<file path="src/rtl/toggle_pkg.sv">
// Shared definitions for the push-button conditioning stage feeding the T flip-flop.
package toggle_pkg;

   typedef enum logic [1:0] {
      IDLE         = 2'd0,
      PRESS_WAIT   = 2'd1,
      PRESSED      = 2'd2,
      RELEASE_WAIT = 2'd3
   } state_t;

   localparam int PRESS_COUNT_W = 8;

   function automatic int max_int(input int a, input int b);
      return (a > b) ? a : b;
   endfunction

endpackage

</file>
<file path="src/rtl/sync_2ff.sv">
// Two-flop synchronizer for asynchronous single-bit inputs; clears to 0 on reset.
module sync_2ff (
   input  logic clk,
   input  logic reset_n,
   input  logic d,
   output logic q
);

   logic meta;

   always_ff @(posedge clk) begin
      if (!reset_n) begin
         meta <= 1'b0;
         q    <= 1'b0;
      end else begin
         meta <= d;
         q    <= meta;
      end
   end

endmodule

</file>
<file path="src/rtl/toggle_debounce.sv">
// Debounces a raw push-button into a one-cycle toggle request, a clean level and a press count.
// Optional auto-repeat while held is enabled by defining TOGGLE_AUTO_REPEAT_EN.
module toggle_debounce
   import toggle_pkg::*;
#(
   parameter int DEBOUNCE_CYCLES = 16,
   parameter int REPEAT_CYCLES   = 64
) (
   input  logic                     clk,
   input  logic                     reset_n,
   input  logic                     btn_in,
   output logic                     t_pulse,
   output logic                     btn_level,
   output logic [PRESS_COUNT_W-1:0] press_count
);

   localparam int CNT_W = $clog2(max_int(DEBOUNCE_CYCLES, REPEAT_CYCLES)) + 1;
   localparam logic [CNT_W-1:0] DEB_LAST = CNT_W'(DEBOUNCE_CYCLES - 1);
`ifdef TOGGLE_AUTO_REPEAT_EN
   localparam logic [CNT_W-1:0] REP_LAST = CNT_W'(REPEAT_CYCLES - 1);
`endif

   logic                     btn_sync;
   state_t                   state, state_nxt;
   logic [CNT_W-1:0]         cnt, cnt_nxt;
   logic                     t_pulse_nxt;
   logic                     btn_level_nxt;
   logic [PRESS_COUNT_W-1:0] press_count_nxt;

   sync_2ff u_sync (
      .clk     (clk),
      .reset_n (reset_n),
      .d       (btn_in),
      .q       (btn_sync)
   );

   always_ff @(posedge clk) begin
      if (!reset_n) begin
         state       <= IDLE;
         cnt         <= '0;
         t_pulse     <= 1'b0;
         btn_level   <= 1'b0;
         press_count <= '0;
      end else begin
         state       <= state_nxt;
         cnt         <= cnt_nxt;
         t_pulse     <= t_pulse_nxt;
         btn_level   <= btn_level_nxt;
         press_count <= press_count_nxt;
      end
   end

   always_comb begin
      state_nxt       = state;
      cnt_nxt         = cnt;
      t_pulse_nxt     = 1'b0;
      btn_level_nxt   = btn_level;
      press_count_nxt = press_count;

      case (state)
         IDLE: begin
            cnt_nxt = '0;
            if (btn_sync) state_nxt = PRESS_WAIT;
         end

         PRESS_WAIT: begin
            if (!btn_sync) begin
               state_nxt = IDLE;
               cnt_nxt   = '0;
            end else if (cnt == DEB_LAST) begin
               state_nxt       = PRESSED;
               cnt_nxt         = '0;
               t_pulse_nxt     = 1'b1;
               btn_level_nxt   = 1'b1;
               press_count_nxt = press_count + PRESS_COUNT_W'(1);
            end else begin
               cnt_nxt = cnt + CNT_W'(1);
            end
         end

         PRESSED: begin
            if (!btn_sync) begin
               state_nxt = RELEASE_WAIT;
               cnt_nxt   = '0;
            end else begin
`ifdef TOGGLE_AUTO_REPEAT_EN
               // Held button: emit a repeat toggle every REPEAT_CYCLES edges.
               if (cnt == REP_LAST) begin
                  cnt_nxt         = '0;
                  t_pulse_nxt     = 1'b1;
                  press_count_nxt = press_count + PRESS_COUNT_W'(1);
               end else begin
                  cnt_nxt = cnt + CNT_W'(1);
               end
`else
               cnt_nxt = '0;
`endif
            end
         end

         RELEASE_WAIT: begin
            if (btn_sync) begin
               state_nxt = PRESSED;
               cnt_nxt   = '0;
            end else if (cnt == DEB_LAST) begin
               state_nxt     = IDLE;
               cnt_nxt       = '0;
               btn_level_nxt = 1'b0;
            end else begin
               cnt_nxt = cnt + CNT_W'(1);
            end
         end

         default: begin
            state_nxt = IDLE;
            cnt_nxt   = '0;
         end
      endcase
   end

endmodule

</file>
<file path="config.mk">
export PLATFORM = sky130hd
export DESIGN_NAME = toggle_debounce
export DESIGN_NICKNAME = d
export VERILOG_FILES = /design/src/rtl/toggle_pkg.sv /design/src/rtl/sync_2ff.sv /design/src/rtl/toggle_debounce.sv
export SDC_FILE = /design/constraint.sdc
export NUM_CORES = 1
export LEC_CHECK = 0
export CORE_UTILIZATION = 25
export CTS_CLUSTER_DIAMETER = 80
export CTS_CLUSTER_SIZE = 28
export DETAILED_ROUTE_END_ITERATION = 6
export PLACE_DENSITY = 0.45
export SYNTH_ARGS = -nofsm -noshare
export SYNTH_HDL_FRONTEND = slang
export SYNTH_SLANG_ARGS = --single-unit
</file>
<file path="constraint.sdc">
create_clock -name clk -period 2.5 [get_ports clk]
set_input_delay 0.25 -clock clk [delete_from_list [all_inputs] [get_ports clk]]
set_output_delay 0.25 -clock clk [all_outputs]
set_load 0.005 [all_outputs]
</file>
==> reports/metrics.cfg <==
[critical_path]
path_max_fanout=12
required_ns=2.75
worstSetupPathType=flop to flop
critPathCaptureType=flop
worstPathArrival_ns=2.24
cp-start-kind=flop
reg2reg_setup_slack_ns=0.51

[clocking]
numCtsBuffers=3
postCtsHoldBufs=0
insertion_delay_ns=0.30
htreeDepth=1
post_cts_buffers=0
cts_tree=built
clk_root_buffer_cell=clkbuf_4
clockBufferDepth=2
clock-sinks=21
cts_resized=0
clk_pin_slew_worst_paths_ns=0.13

[placement]
gp_congestion=0.700
port_buffers=12
dp_hpwl_um=1190

[synthesis]
synth_compound_area_frac=0.0697
synth_area_per_cell_um2=9.37
yosys_warnings=0
yosys.area_share.simple=0.269
netlist_area_um2=862
synthAdderAreaFrac=0.0290
synth_xor_area_frac=0.0914
syn_nets=97
seq_area_frac_synth=0.488
synth_cell_types=28
synth_top_family_by_area=simple AND/OR/NAND/NOR gates
syn_inst=92
muxShareOfSynthArea=0.0232
synth-seq-cells=21
yosys.area.top_type_share=0.488
yosysTopAreaCell=dfxtp_1
ys_top_cells_by_area=dfxtp_1 49%, nor2_1 6.1%, xnor2_1 5.1%

[power]
finalPower_uw=516
p_leak_nw=0.371
powerDensity_mw_per_mm2=486
ir_worst_vdd_mv=0.218

[floorplan]
fp.dieH_um=60.7
num_io_pins=13
die_w_um=60.7
num_rows=20
initial_core_util=0.273
die_area_mm2=0.00369
coreArea_mm2=0.00315

[global_routing]
antenna_found_initial=0
grt_max_degree=13
overflow=0
grt_first_pass_wirelength_um=2700
grt_pass1_vias=657
grtUsageTotal=0.0992

[sta]
maxSlewHeadroom=0.771
finalSetupTns_ns=0
skew_ns=0.0181
setup_viol=0
tightest_slew_ns=0.340
slew_viol_final=0
hold_viol=0
layout_min_cycle_time_ns=1.99
fmax_mhz=501
finalCritPeriodShare=0.798
rsz0062_at_grt=false

[route]
wirelength_um=1530
ant_nets=0
top_layer_used=met4
drtIter0Drc=22
vias=675
wl_met1_um=750
viasPerCell=4.44
drc=0
met2_length_um=689
met3_length_um=71
firstDrtPassIters=2
routedWlPerCell_um=10.1

[hold_path]
hp-class=flop to flop

[run_status]
status=finished clean

[layout]
multi_input_area_um2=415
area_growth_pct=23.1
antenna_cells=0
final_net_count=114
ff_latch_area_um2=420
fillCellCount=351
drive_above_1_share=0.0833

[flow_run]
max-cap-violations=0

==> state kept, by name, summed over array words and instances, names as in the netlist, named ones only <==
register / flops
btn_level: 1
cnt: 7
press_count: 8
state: 1
t_pulse: 1
u_sync.meta: 1
u_sync.q: 1
==> through the flow <==
step | area (µm²) | std cells | util | setup slack [ns] | hold slack [ns]
global route | 1060 | 152 | 0.337 | 0.394 | 0.467
detailed placement | 1030 | 148 | 0.328 | 0.498 | 0.429
finish | 1060 | 152 | 0.337 | 0.506 | 0.446
global placement | 1030 | 148 | 0.328 | 0.508 | 0.424
floorplan | 862 | 92 | - | 0.612 | 0.368
CTS | 1060 | 152 | 0.337 | 0.487 | 0.450
==> final cells by class <==
cell class,instances,share of cell area
Sequential cell,21,0.396
Multi-Input combinational cell,66,0.392
Timing Repair Buffer,13,0.120
Tap cell,44,0.0519
Clock buffer,3,0.0212
Inverter,4,0.0142
Clock inverter,1,0.00472
==> Yosys cell counts (all sizes together) <==
library cell	count
a21oi	2
nor3	1
xnor2	5
nor4	3
or3	3
o21ai	4
nor2	14
o21a	1
buf	1
and2	2
or4	2
inv	3
dfxtp	21
and3	3
xor2	4
ha	2
a21o	1
nand4	3
nand3	8
nand4b	1
o31a	1
mux2i	2
nand2	3
clkinv	1
a31oi	1
==> cells in the final DEF, fill, tap and decap left out, drive strengths merged <==
| cell type | instances |
|---|---|
| dfxtp | 21 |
| nor2 | 14 |
| clkdlybuf4s50 | 12 |
| nand3 | 8 |
| xnor2 | 5 |
| xor2 | 4 |
| o21ai | 4 |
| inv | 3 |
| and3 | 3 |
| nand4 | 3 |
| nor4 | 3 |
| nand2 | 3 |
| clkbuf | 3 |
| or3 | 3 |
| a21oi | 2 |
| mux2i | 2 |
| and2 | 2 |
| ha | 2 |
| clkinv | 2 |
| or4 | 2 |
| nor3 | 1 |
| a21o | 1 |
| nand4b | 1 |
| a31oi | 1 |
| o31a | 1 |
| o21a | 1 |
| buf | 1 |
==> critical path: stages (launching register included) <==
cell     delay [ns]
dfxtp_1        0.35
or3_4          0.40
or4_4          0.57
or4_2          0.55
o21ai_0        0.08
==> routing by layer <==
layer | GRT usage | vias up
met1 | 0.118 | 302
li1 | - | 357
met5 | 0 | -
met2 | 0.165 | 12
met4 | 0.0260 | 0
met3 | 0.0426 | 4
==> report_power, final <==
group / internal [mW] / leakage, nW / switching [mW]
Combinational: 0.00870 / 0.183 / 0.00652
Sequential: 0.338 / 0.170 / 0.00281
Clock: 0.0596 / 0.0177 / 0.101
==> logic make-up after synthesis <==
kind of cell               count (synthesis)
AOI/OAI and AO/OA                         10
adders and majority gates                  2
muxes                                      2
DFF                                       21
xor gates and xnor gates                   9
buffers and inverters                      5
and+or+nand+nor                           43
==> final timing paths <==
path                from             end  cells past startpoint
setup reg to reg  cnt[5]  press_count[2]                      4
setup / recovery  cnt[5]  press_count[2]                      4
hold reg to reg   cnt[0]          cnt[0]                      1
hold / removal    cnt[0]          cnt[0]                      1
Power figures use the tool's default switching activity.
